## src/rtl/i2s_rx_pkg.sv

```systemverilog
// Shared types and constants for the I2S receive deserializer.
// Latency: n/a (declarations only).
// Backpressure: n/a.
package i2s_rx_pkg;

  typedef enum logic [1:0] {
    SYNC_WAIT = 2'd0,
    LEFT      = 2'd1,
    RIGHT     = 2'd2
  } rx_state_t;

  // I2S places the MSB one BCLK after the LRCLK transition
  localparam int I2S_BIT_DELAY = 1;

  localparam int DEFAULT_SLOT_BITS = 32;

  // Bit counter must hold 0 .. SLOT_BITS+1 (saturation value marks overrun)
  function automatic int cnt_width(input int slot_bits);
    return $clog2(slot_bits + 2);
  endfunction

  localparam int CNT_W = $clog2(DEFAULT_SLOT_BITS + 2);

endpackage

```

## src/rtl/i2s_sync_edge.sv

```systemverilog
// Synchronizes a strobe line plus companion data bits and flags strobe rises.
// Latency: SYNC_STAGES+1 clk from input change to dout/rise.
// Backpressure: none; free-running, outputs valid every cycle.
module i2s_sync_edge #(
  parameter int WIDTH       = 2,
  parameter int SYNC_STAGES = 2
) (
  input  logic             clk,
  input  logic             reset_n,
  input  logic             strobe_in,
  input  logic [WIDTH-1:0] din,
  output logic [WIDTH-1:0] dout,
  output logic             rise
);

  // Strobe rides in bit 0 so data and strobe see identical delay
  logic [WIDTH:0] sync_q [SYNC_STAGES];
  logic           strobe_prev;

  // Synchronizer chain for strobe and data together
  always_ff @(posedge clk or negedge reset_n) begin
    if (!reset_n) begin
      for (int i = 0; i < SYNC_STAGES; i++) sync_q[i] <= '0;
    end else begin
      sync_q[0] <= {din, strobe_in};
      for (int i = 1; i < SYNC_STAGES; i++) sync_q[i] <= sync_q[i-1];
    end
  end

  // Registered rise detect, data registered alongside to stay aligned
  always_ff @(posedge clk or negedge reset_n) begin
    if (!reset_n) begin
      dout        <= '0;
      strobe_prev <= 1'b0;
      rise        <= 1'b0;
    end else begin
      dout        <= sync_q[SYNC_STAGES-1][WIDTH:1];
      strobe_prev <= sync_q[SYNC_STAGES-1][0];
      rise        <= sync_q[SYNC_STAGES-1][0] & ~strobe_prev;
    end
  end

endmodule

```

## src/rtl/i2s_rx_deserializer.sv

```systemverilog
// I2S ADC receiver: deserializes MSB-first left/right words into a stereo pair.
// Latency: sample_valid SYNC_STAGES+2 clk after the last right bit's BCLK high is registered.
// Backpressure: none; sample_valid is a one-cycle strobe, outputs hold between strobes.
module i2s_rx_deserializer
  import i2s_rx_pkg::*;
#(
  parameter int SAMPLE_WIDTH = 24,
  parameter int SLOT_BITS    = 32,
  parameter int SYNC_STAGES  = 2
) (
  input  logic                    clk,
  input  logic                    reset_n,
  input  logic                    i2s_bclk,
  input  logic                    i2s_lrclk,
  input  logic                    i2s_sdata,
  output logic [SAMPLE_WIDTH-1:0] sample_l,
  output logic [SAMPLE_WIDTH-1:0] sample_r,
  output logic                    sample_valid,
  output logic                    frame_error,
  output logic                    locked
);

  localparam int CW = cnt_width(SLOT_BITS);
  localparam logic [CW-1:0] CNT_FIRST = CW'(I2S_BIT_DELAY);
  localparam logic [CW-1:0] CNT_LAST  = CW'(SAMPLE_WIDTH + I2S_BIT_DELAY - 1);
  localparam logic [CW-1:0] CNT_SAT   = CW'(SLOT_BITS + 1);

  logic [1:0]              sync_dat;
  logic                    bit_vld;
  logic                    lr_dat;
  logic                    sd_dat;
  rx_state_t               state;
  rx_state_t               state_nxt;
  logic [CW-1:0]           cnt;
  logic [CW-1:0]           cnt_inc;
  logic                    lr_prev;
  logic [SAMPLE_WIDTH-1:0] shift_q;
  logic [SAMPLE_WIDTH-1:0] shift_nxt;
  logic [SAMPLE_WIDTH-1:0] left_hold;
  logic                    slot_edge;
  logic                    short_slot;
  logic                    overrun;
  logic                    data_bit;
  logic                    word_done;
  logic                    err_evt;
  logic                    latch_left;
  logic                    pair_done;
  logic                    done_q;

  i2s_sync_edge #(
    .WIDTH       (2),
    .SYNC_STAGES (SYNC_STAGES)
  ) u_sync (
    .clk       (clk),
    .reset_n   (reset_n),
    .strobe_in (i2s_bclk),
    .din       ({i2s_sdata, i2s_lrclk}),
    .dout      (sync_dat),
    .rise      (bit_vld)
  );

  assign lr_dat = sync_dat[0];
  assign sd_dat = sync_dat[1];

  // Per-BCLK-rise events: slot boundary, short slot, lost LRCLK, data and word completion
  always_comb begin
    slot_edge  = bit_vld && (lr_dat != lr_prev);
    cnt_inc    = (cnt == CNT_SAT) ? cnt : cnt + CW'(1);
    short_slot = slot_edge && (cnt < CNT_LAST);
    overrun    = bit_vld && !slot_edge && (cnt_inc == CNT_SAT);
    data_bit   = bit_vld && !slot_edge && (cnt_inc >= CNT_FIRST) && (cnt_inc <= CNT_LAST);
    word_done  = data_bit && (cnt_inc == CNT_LAST);
    shift_nxt  = {shift_q[SAMPLE_WIDTH-2:0], sd_dat};
  end

  // FSM state register
  always_ff @(posedge clk or negedge reset_n) begin
    if (!reset_n) state <= SYNC_WAIT;
    else          state <= state_nxt;
  end

  // FSM next state: lock on a right-to-left boundary, drop lock on any malformed slot
  always_comb begin
    state_nxt = state;
    case (state)
      SYNC_WAIT: if (slot_edge && !lr_dat) state_nxt = LEFT;
      LEFT: begin
        if (short_slot || overrun) state_nxt = SYNC_WAIT;
        else if (slot_edge)        state_nxt = RIGHT;
      end
      RIGHT: begin
        if (short_slot || overrun) state_nxt = SYNC_WAIT;
        else if (slot_edge)        state_nxt = LEFT;
      end
      default: state_nxt = SYNC_WAIT;
    endcase
  end

  // FSM outputs: lock status and the per-word control strobes
  always_comb begin
    locked     = (state != SYNC_WAIT);
    err_evt    = (state != SYNC_WAIT) && (short_slot || overrun);
    latch_left = (state == LEFT) && word_done;
    pair_done  = (state == RIGHT) && word_done;
  end

  // Bit counter, channel tracking and word shift register, advanced on BCLK rises
  always_ff @(posedge clk or negedge reset_n) begin
    if (!reset_n) begin
      cnt       <= '0;
      lr_prev   <= 1'b0;
      shift_q   <= '0;
      left_hold <= '0;
    end else if (bit_vld) begin
      lr_prev <= lr_dat;
      if (slot_edge) begin
        cnt     <= '0;
        shift_q <= '0;
      end else begin
        cnt <= cnt_inc;
        if (data_bit) shift_q <= shift_nxt;
      end
      if (latch_left) left_hold <= shift_nxt;
    end
  end

  // Publish the pair one cycle after the right word completes; error strobe
  always_ff @(posedge clk or negedge reset_n) begin
    if (!reset_n) begin
      done_q       <= 1'b0;
      sample_valid <= 1'b0;
      frame_error  <= 1'b0;
      sample_l     <= '0;
      sample_r     <= '0;
    end else begin
      done_q       <= pair_done;
      sample_valid <= done_q;
      frame_error  <= err_evt;
      if (done_q) begin
        sample_l <= left_hold;
        sample_r <= shift_q;
      end
    end
  end

endmodule

```

## config.mk

```make
export PLATFORM = sky130hd
export DESIGN_NAME = i2s_rx_deserializer
export DESIGN_NICKNAME = d
export VERILOG_FILES = /design/src/rtl/i2s_rx_pkg.sv /design/src/rtl/i2s_sync_edge.sv /design/src/rtl/i2s_rx_deserializer.sv
export SDC_FILE = /design/constraint.sdc
export NUM_CORES = 1
export LEC_CHECK = 0
export ABC_CLOCK_PERIOD_IN_PS = 2320
export CORE_AREA = 2 2 130 132
export CTS_CLUSTER_DIAMETER = 80
export DETAILED_ROUTE_END_ITERATION = 10
export DIE_AREA = 0 0 132 134
export HOLD_SLACK_MARGIN = 0.02
export PLACE_DENSITY = 0.5
export SYNTH_ARGS = -nofsm -noshare
export SYNTH_HDL_FRONTEND = slang
export SYNTH_SLANG_ARGS = --single-unit
```

## constraint.sdc

```tcl
create_clock -name clk -period 2.32 [get_ports clk]
set_input_delay 0.464 -clock clk [delete_from_list [all_inputs] [get_ports clk]]
set_output_delay 0.464 -clock clk [all_outputs]
set_load 0.02 [all_outputs]
```

==> reports/qor.csv, run 1 <==
metric,value,unit
status,"finished, final reports clean",
ant_nets,0,
grt-ovfl-total,0,
root_buffer,clkbuf_16,
path_cells,ha_1 -> nand2b_1 -> a221oi_2 -> a311o_1 -> and4b_4 -> clkbuf_16 -> mux2_4,
fill_cells,1536,
power_density,807,nW/µm²
dp_slack,0.0524,ns
rows,47,
synth_edf_count,0,
dieArea,17700,µm²
first_pass_iters,4,
cp.arrival,2.54,ns
synth_seq_cells,118,
synth_area,4820,µm²
synthSimpleGateAreaFrac,7.26,%
fin_ws,0.0765,ns
wire_per_inst,14.8,µm
gp_congestion,0.788,
yosysTopAreaCell,dfrtp_1,
area_growth,34.3,%
final_area,6480,µm²
drtIter0Drc,154,
yosys_warnings,0,
cts_num_sinks,118,
min_path_type,in -> async,
grt_antenna_before_repair,0,
ys_types,43,
fmax,0.446,GHz
drive_gt1_share,32.6,%
grt_max_degree,41,
num_antenna_cells,0,
track_usage,11.6,%
synth_top_cells_by_area,"dfrtp_1, mux2_2, mux2_4",
finalCriticalPeriod,2.24,ns
crit_fanout,7,
async_flop_share,100,%
htree_levels,4,
seq_area,2960,µm²
period_share,96.7,%
drt-total-wl,9600,µm
multi_input_area,1740,µm²
postSynthCellCount,333,
drc,0,
synth_fa_ha_area_share,0.778,%
synth_xor_area_share,0.363,%
die-width,132,µm
fin_nets,422,
vias_per_cell,4.48,
cpPeakStageDelay,0.45,ns
cts_buffers,17,
synth_top_area_share,61.2,%
fin_worst_skew,0.00581,ns
worstPathRequired,2.61,ns
post-place-cells,606,
grt_pass1_wl,15900,µm
vdd_drop_max,465,µV
core_region_area,16300,µm²
p_leak,2.96,nW
synth_nets,341,
drv_cap,0,
clk_latency,0.41,ns
fin_cells,647,
syn_area_per_cell,14.5,µm²
power,5.23,mW
path_class,reg -> reg,
synth_compound_area_share,3.79,%
synth_most_common_cell,dfrtp_1,
seq_area_frac_synth,61.2,%
relSlewSlack,63.1,%
dpl.hpwl,6190,µm
synthTopCellsByCount,"dfrtp_1, mux2_2, nand2_1, mux2i_1, mux2_4",
whs,0.0500,ns
grt_pass1_vias,3039,
worst_slew_pin_slew,0.554,ns
fin_util,39.8,%
ios,56,
drv_slew,0,
tns,0,ns
die_y,134,µm
power.internal,4.10,mW
finalSetupViolCount,0,
cts_tree,built,
p_sw,1.13,mW
synth_top_family_by_area,multiplexers,
ys.flop_type,dfrtp_1,
end_kind,flop,
p_sw_share,21.6,%
combPwrFrac,6.2,%
hold_viol_final,0,
via_count,2897,
clkSlewWorstSetupHoldPaths,0.05,ns
start_util,29.6,%
placement.cell_area,5710,µm²
cts.path.max_buffers,2,
slowest_stage,dfrtp_2,
start_kind,flop,
sequentialPowerShare,41.5,%
clockPowerShare,52.3,%
synthMuxAreaShare,23.6,%
portBuffers,55,
==> registers in the layout, indices dropped and copies added, names as in the netlist, 2 cells and up <==
name / cells
u_sync.dout: 2
sample_r: 24
cnt: 6
u_sync.sync_q: 6
left_hold: 24
state: 2
sample_l: 24
shift_q: 24
==> cell families (layout without fill, tap and decap cells) <==
| logic type | Yosys count | count (layout) |
|---|---|---|
| AO/OA/AOI/OAI | 24 | 24 |
| XOR/XNOR | 2 | 2 |
| adder cells (fa/ha/maj) | 3 | 3 |
| buffers and inverters | 23 | 117 |
| flip-flops | 118 | 118 |
| multiplexers | 97 | 97 |
| AND/OR/NAND/NOR | 66 | 66 |
==> routing by layer <==
metal  wire length, µm  share of wire, %  vias to the layer above  GRT usage, %
li1                  -                 -                     1345             -
met1              4790                50                     1477          15.7
met2              4300                45                       61          16.9
met3               361               3.8                       14          3.67
met4               154               1.6                        0          5.43
met5                 0                 0                        -             0
==> cell type report <==
cell class | instances | area share (%)
Multi-Input combinational cell | 192 | 26.9
Clock inverter | 8 | 1.82
Timing Repair Buffer | 78 | 13.1
Inverter | 7 | 0.405
Clock buffer | 24 | 7.90
Sequential cell | 118 | 45.6
Tap cell | 220 | 4.25
==> worst paths after layout <==
kind / startpoint / end / slack [ns] / cells past startpoint
max: cnt[1] / left_hold[11] / 0.08 / 7
min: reset_n / sample_l[21] / 0.05 / 1
max reg2reg: cnt[1] / left_hold[11] / 0.08 / 7
max in group asynchronous: reset_n / done_q / 1.66 / 2
min reg2reg: u_sync.sync_q[1] / u_sync.dout[0] / 0.35 / 0
min in group clk: u_sync.sync_q[1] / u_sync.dout[0] / 0.35 / 0
==> critical path, delay by kind of cell, from the launching register on <==
| family | cells | cell delay (ns) |
|---|---|---|
| adders and majority gates | 1 | 0.23 |
| AOI/OAI and AO/OA | 2 | 0.43 |
| muxes | 1 | 0.30 |
| and+or+nand+nor | 2 | 0.53 |
| DFF | 1 | 0.45 |
| buffers and inverters | 1 | 0.20 |
==> power groups by stage <==
stage,clock network [mW],registers [mW],logic [mW]
global route,2.90,2.18,0.360
CTS,2.81,2.17,0.294
floorplan,0,2.19,0.183
detailed placement,0,2.21,0.292
global placement,0,2.20,0.287
finish,2.74,2.17,0.322
==> timing repair <==
| action | in CTS | in global routing |
|---|---|---|
| setup buffers | 0 | 5 |
| hold buffers | 0 | 0 |
| resized for setup | 0 | 5 |
| endpoints found under the setup margin | 0 | 48 |
==> placed cells by master (no fill, tap or decap), types with 2 or more instances in the layout <==
cell             count
dfrtp_1            115
o211a_1              2
dfrtp_2              3
bufinv_16            3
inv_1                7
nand3_1              4
buf_4               14
nand2_1             35
a31oi_1              4
nor3_1               2
mux2i_1             24
o22ai_1              2
clkinv_2             4
nor2_1               4
clkbuf_16           20
mux2_4              20
o31ai_1              4
clkbuf_8             6
ha_1                 3
o21ai_0              5
and3_4               2
and3_1               2
clkdlybuf4s50_1     54
buf_12               6
a21oi_1              2
mux2_2              53
nor4_1               2
nor2b_1              3
No activity file was read; power rests on OpenSTA's default activity.
==> run 2, diff against run 1 <==
--- a/config.mk
+++ b/config.mk
@@ -12,6 +12,8 @@
 export DIE_AREA = 0 0 132 134
 export HOLD_SLACK_MARGIN = 0.02
 export PLACE_DENSITY = 0.5
+export RECOVER_POWER = 25
+export SKIP_LAST_GASP = 1
 export SYNTH_ARGS = -nofsm -noshare
 export SYNTH_HDL_FRONTEND = slang
 export SYNTH_SLANG_ARGS = --single-unit
==> run 2 against run 1 <==
- clock power barely moved
- total power barely moved
- sequential power barely moved
- combinational power fell by 2%
- via count barely moved
- final cell count did not move
- worst hold slack improved by 0.19 ns
- critical path depth did not move
- utilization fell by 0.11 points
- register-to-register slack barely moved
- fmax barely moved
- first-iteration DRC count did not move
- highest routed layer unchanged
==> reports/qor.csv, run 2 (synthesis results as in run 1) <==
metric,value,unit,change
drc,0,,unchanged
cp.arrival,2.54,ns,about the same
start_util,29.6,%,unchanged
p_leak,2.96,nW,-0.17%
die_y,134,µm,unchanged
ctsHoldBuffers,0,,unchanged
cts_num_sinks,118,,unchanged
wire_per_inst,14.8,µm,about the same
power_density,809,nW/µm²,+0.18%
dieArea,17700,µm²,unchanged
reg2reg_depth,7,,unchanged
fmax,0.446,GHz,about the same
end_kind,flop,,
vias_per_cell,4.48,,about the same
track_usage,11.6,%,unchanged
layout_commonest_cell,dfrtp_1,,
worstSetupEndpoint,left_hold[11],,
drtIter0Drc,154,,unchanged
path_class,reg -> reg,,
via_count,2898,,+0.035%
htree_levels,4,,unchanged
cts_tree,built,,
status,"finished, final reports clean",,
fin_worst_skew,0.00581,ns,unchanged
finalCriticalPeriod,2.24,ns,-0.000130 ns
grt_max_degree,41,,unchanged
drt-total-wl,9600,µm,about the same
finalSetupViolCount,0,,unchanged
worstPathRequired,2.61,ns,about the same
cts.path.max_buffers,2,,unchanged
path_cells,ha_1 -> nand2b_1 -> a221oi_2 -> a311o_1 -> and4b_4 -> clkbuf_16 -> mux2_4,,
root_buffer,clkbuf_16,,
drive_gt1_share,32.6,%,unchanged
vdd_drop_max,465,µV,about the same
period_share,96.7,%,about the same
regToRegSetupSlack,0.08,ns,about the same
worstSetupStartpoint,cnt[1],,
power,5.23,mW,about the same
r2r_end,left_hold[11],,
cts_buffers,17,,unchanged
rows,47,,unchanged
clk_latency,0.41,ns,about the same
gp_congestion,0.788,,unchanged
fin_nets,422,,unchanged
area_growth,33.9,%,
num_antenna_cells,0,,unchanged
dpl.hpwl,6190,µm,unchanged
slowest_stage,dfrtp_2,,
rr_startpoint,cnt[1],,
worst_slew_pin_slew,1.04,ns,+0.489 ns
clkSlewWorstSetupHoldPaths,0.05,ns,about the same
grt_pass1_wl,15900,µm,unchanged
crit_fanout,7,,unchanged
grt_antenna_before_repair,0,,unchanged
grt_pass1_vias,3039,,unchanged
min_path_type,in -> async,,
hold_viol_final,0,,unchanged
drv_cap,0,,unchanged
cpPeakStageDelay,0.45,ns,about the same
die-width,132,µm,unchanged
portBuffers,55,,unchanged
start_kind,flop,,
ios,56,,unchanged
drv_slew,0,,unchanged
core_region_area,16300,µm²,unchanged
final_cell_mix,"dfrtp_1, mux2_2, clkdlybuf4s50_1",,
fill_cells,1539,,+0.20%
first_pass_iters,4,,unchanged
relSlewSlack,30.5,%,-33 points
ant_nets,0,,unchanged
placement.cell_area,5710,µm²,unchanged
final_area,6460,µm²,-0.27%
grt-ovfl-total,0,,unchanged
[run 2: layer usage]
| layer | vias up | part of all wire [%] | global-route usage (%) |
|---|---|---|---|
| met5 | - | 0 | 0 |
| met4 | 0 | 1.6 | 5.43 |
| met3 | 14 | 3.8 | 3.67 |
| met2 | 61 | 45 | 16.9 |
| met1 | 1479 | 50 | 15.7 |
| li1 | 1344 | - | - |
[run 2: worst min-delay path by stage]
stage,from,endpoint,slack [ns],depth (start not counted)
global route,reset_n,sample_l[21],0.33,1
global placement,u_sync.sync_q[1],u_sync.dout[0],0.33,0
detailed placement,u_sync.sync_q[4],u_sync.sync_q[1],0.34,0
CTS,reset_n,sample_l[13],0.05,1
finish,reset_n,sample_l[21],0.24,1
floorplan,reset_n,cnt[0],0.17,0
[run 2: worst max-delay path, delay by kind of cell, from the launching register on]
family          cells  cell delay, ns
fa+ha+maj           1            0.23
compound gates      2            0.43
mux                 1            0.30
simple gates        2            0.53
flops               1            0.45
buf+inv             1            0.20
[run 2: layout make-up]
cell class              count  area [µm²]  area share, %
clock inverters             8         118           1.82
inverters                   7        26.3          0.407
multi-input cells         192        1740           26.9
well taps                 220         275           4.26
clock buffers              24         512           7.92
repair buffers             78         835           12.9
flip-flops and latches    118        2960           45.8
[run 2: what timing repair did]
item,in CTS,in global routing
buffers inserted,0,5
endpoints found under the setup margin,0,48
resized for setup,0,5
[run 2: per-stage QoR]
step | instances | hold WS, ns | TNS [ns] | utilization [%] | worst slack, ns
6_report | 647 | 0.240 | 0 | 39.7 | 0.0767
5_1_grt | 647 | 0.332 | -0.0155 | 39.7 | -0.0107
4_1_cts | 638 | 0.0494 | 0 | 38.9 | 0.0372
3_5_place_dp | 606 | 0.338 | 0 | 35.1 | 0.0524
3_3_place_gp | 606 | 0.335 | 0 | 35.1 | 0.117
2_1_floorplan | 333 | 0.168 | 0 | - | 0.0552
[run 2: where the power goes]
part / internal, mW / switching [mW]
clock: 1.85 / 0.883
sequential: 2.11 / 0.0581
combinational: 0.129 / 0.188
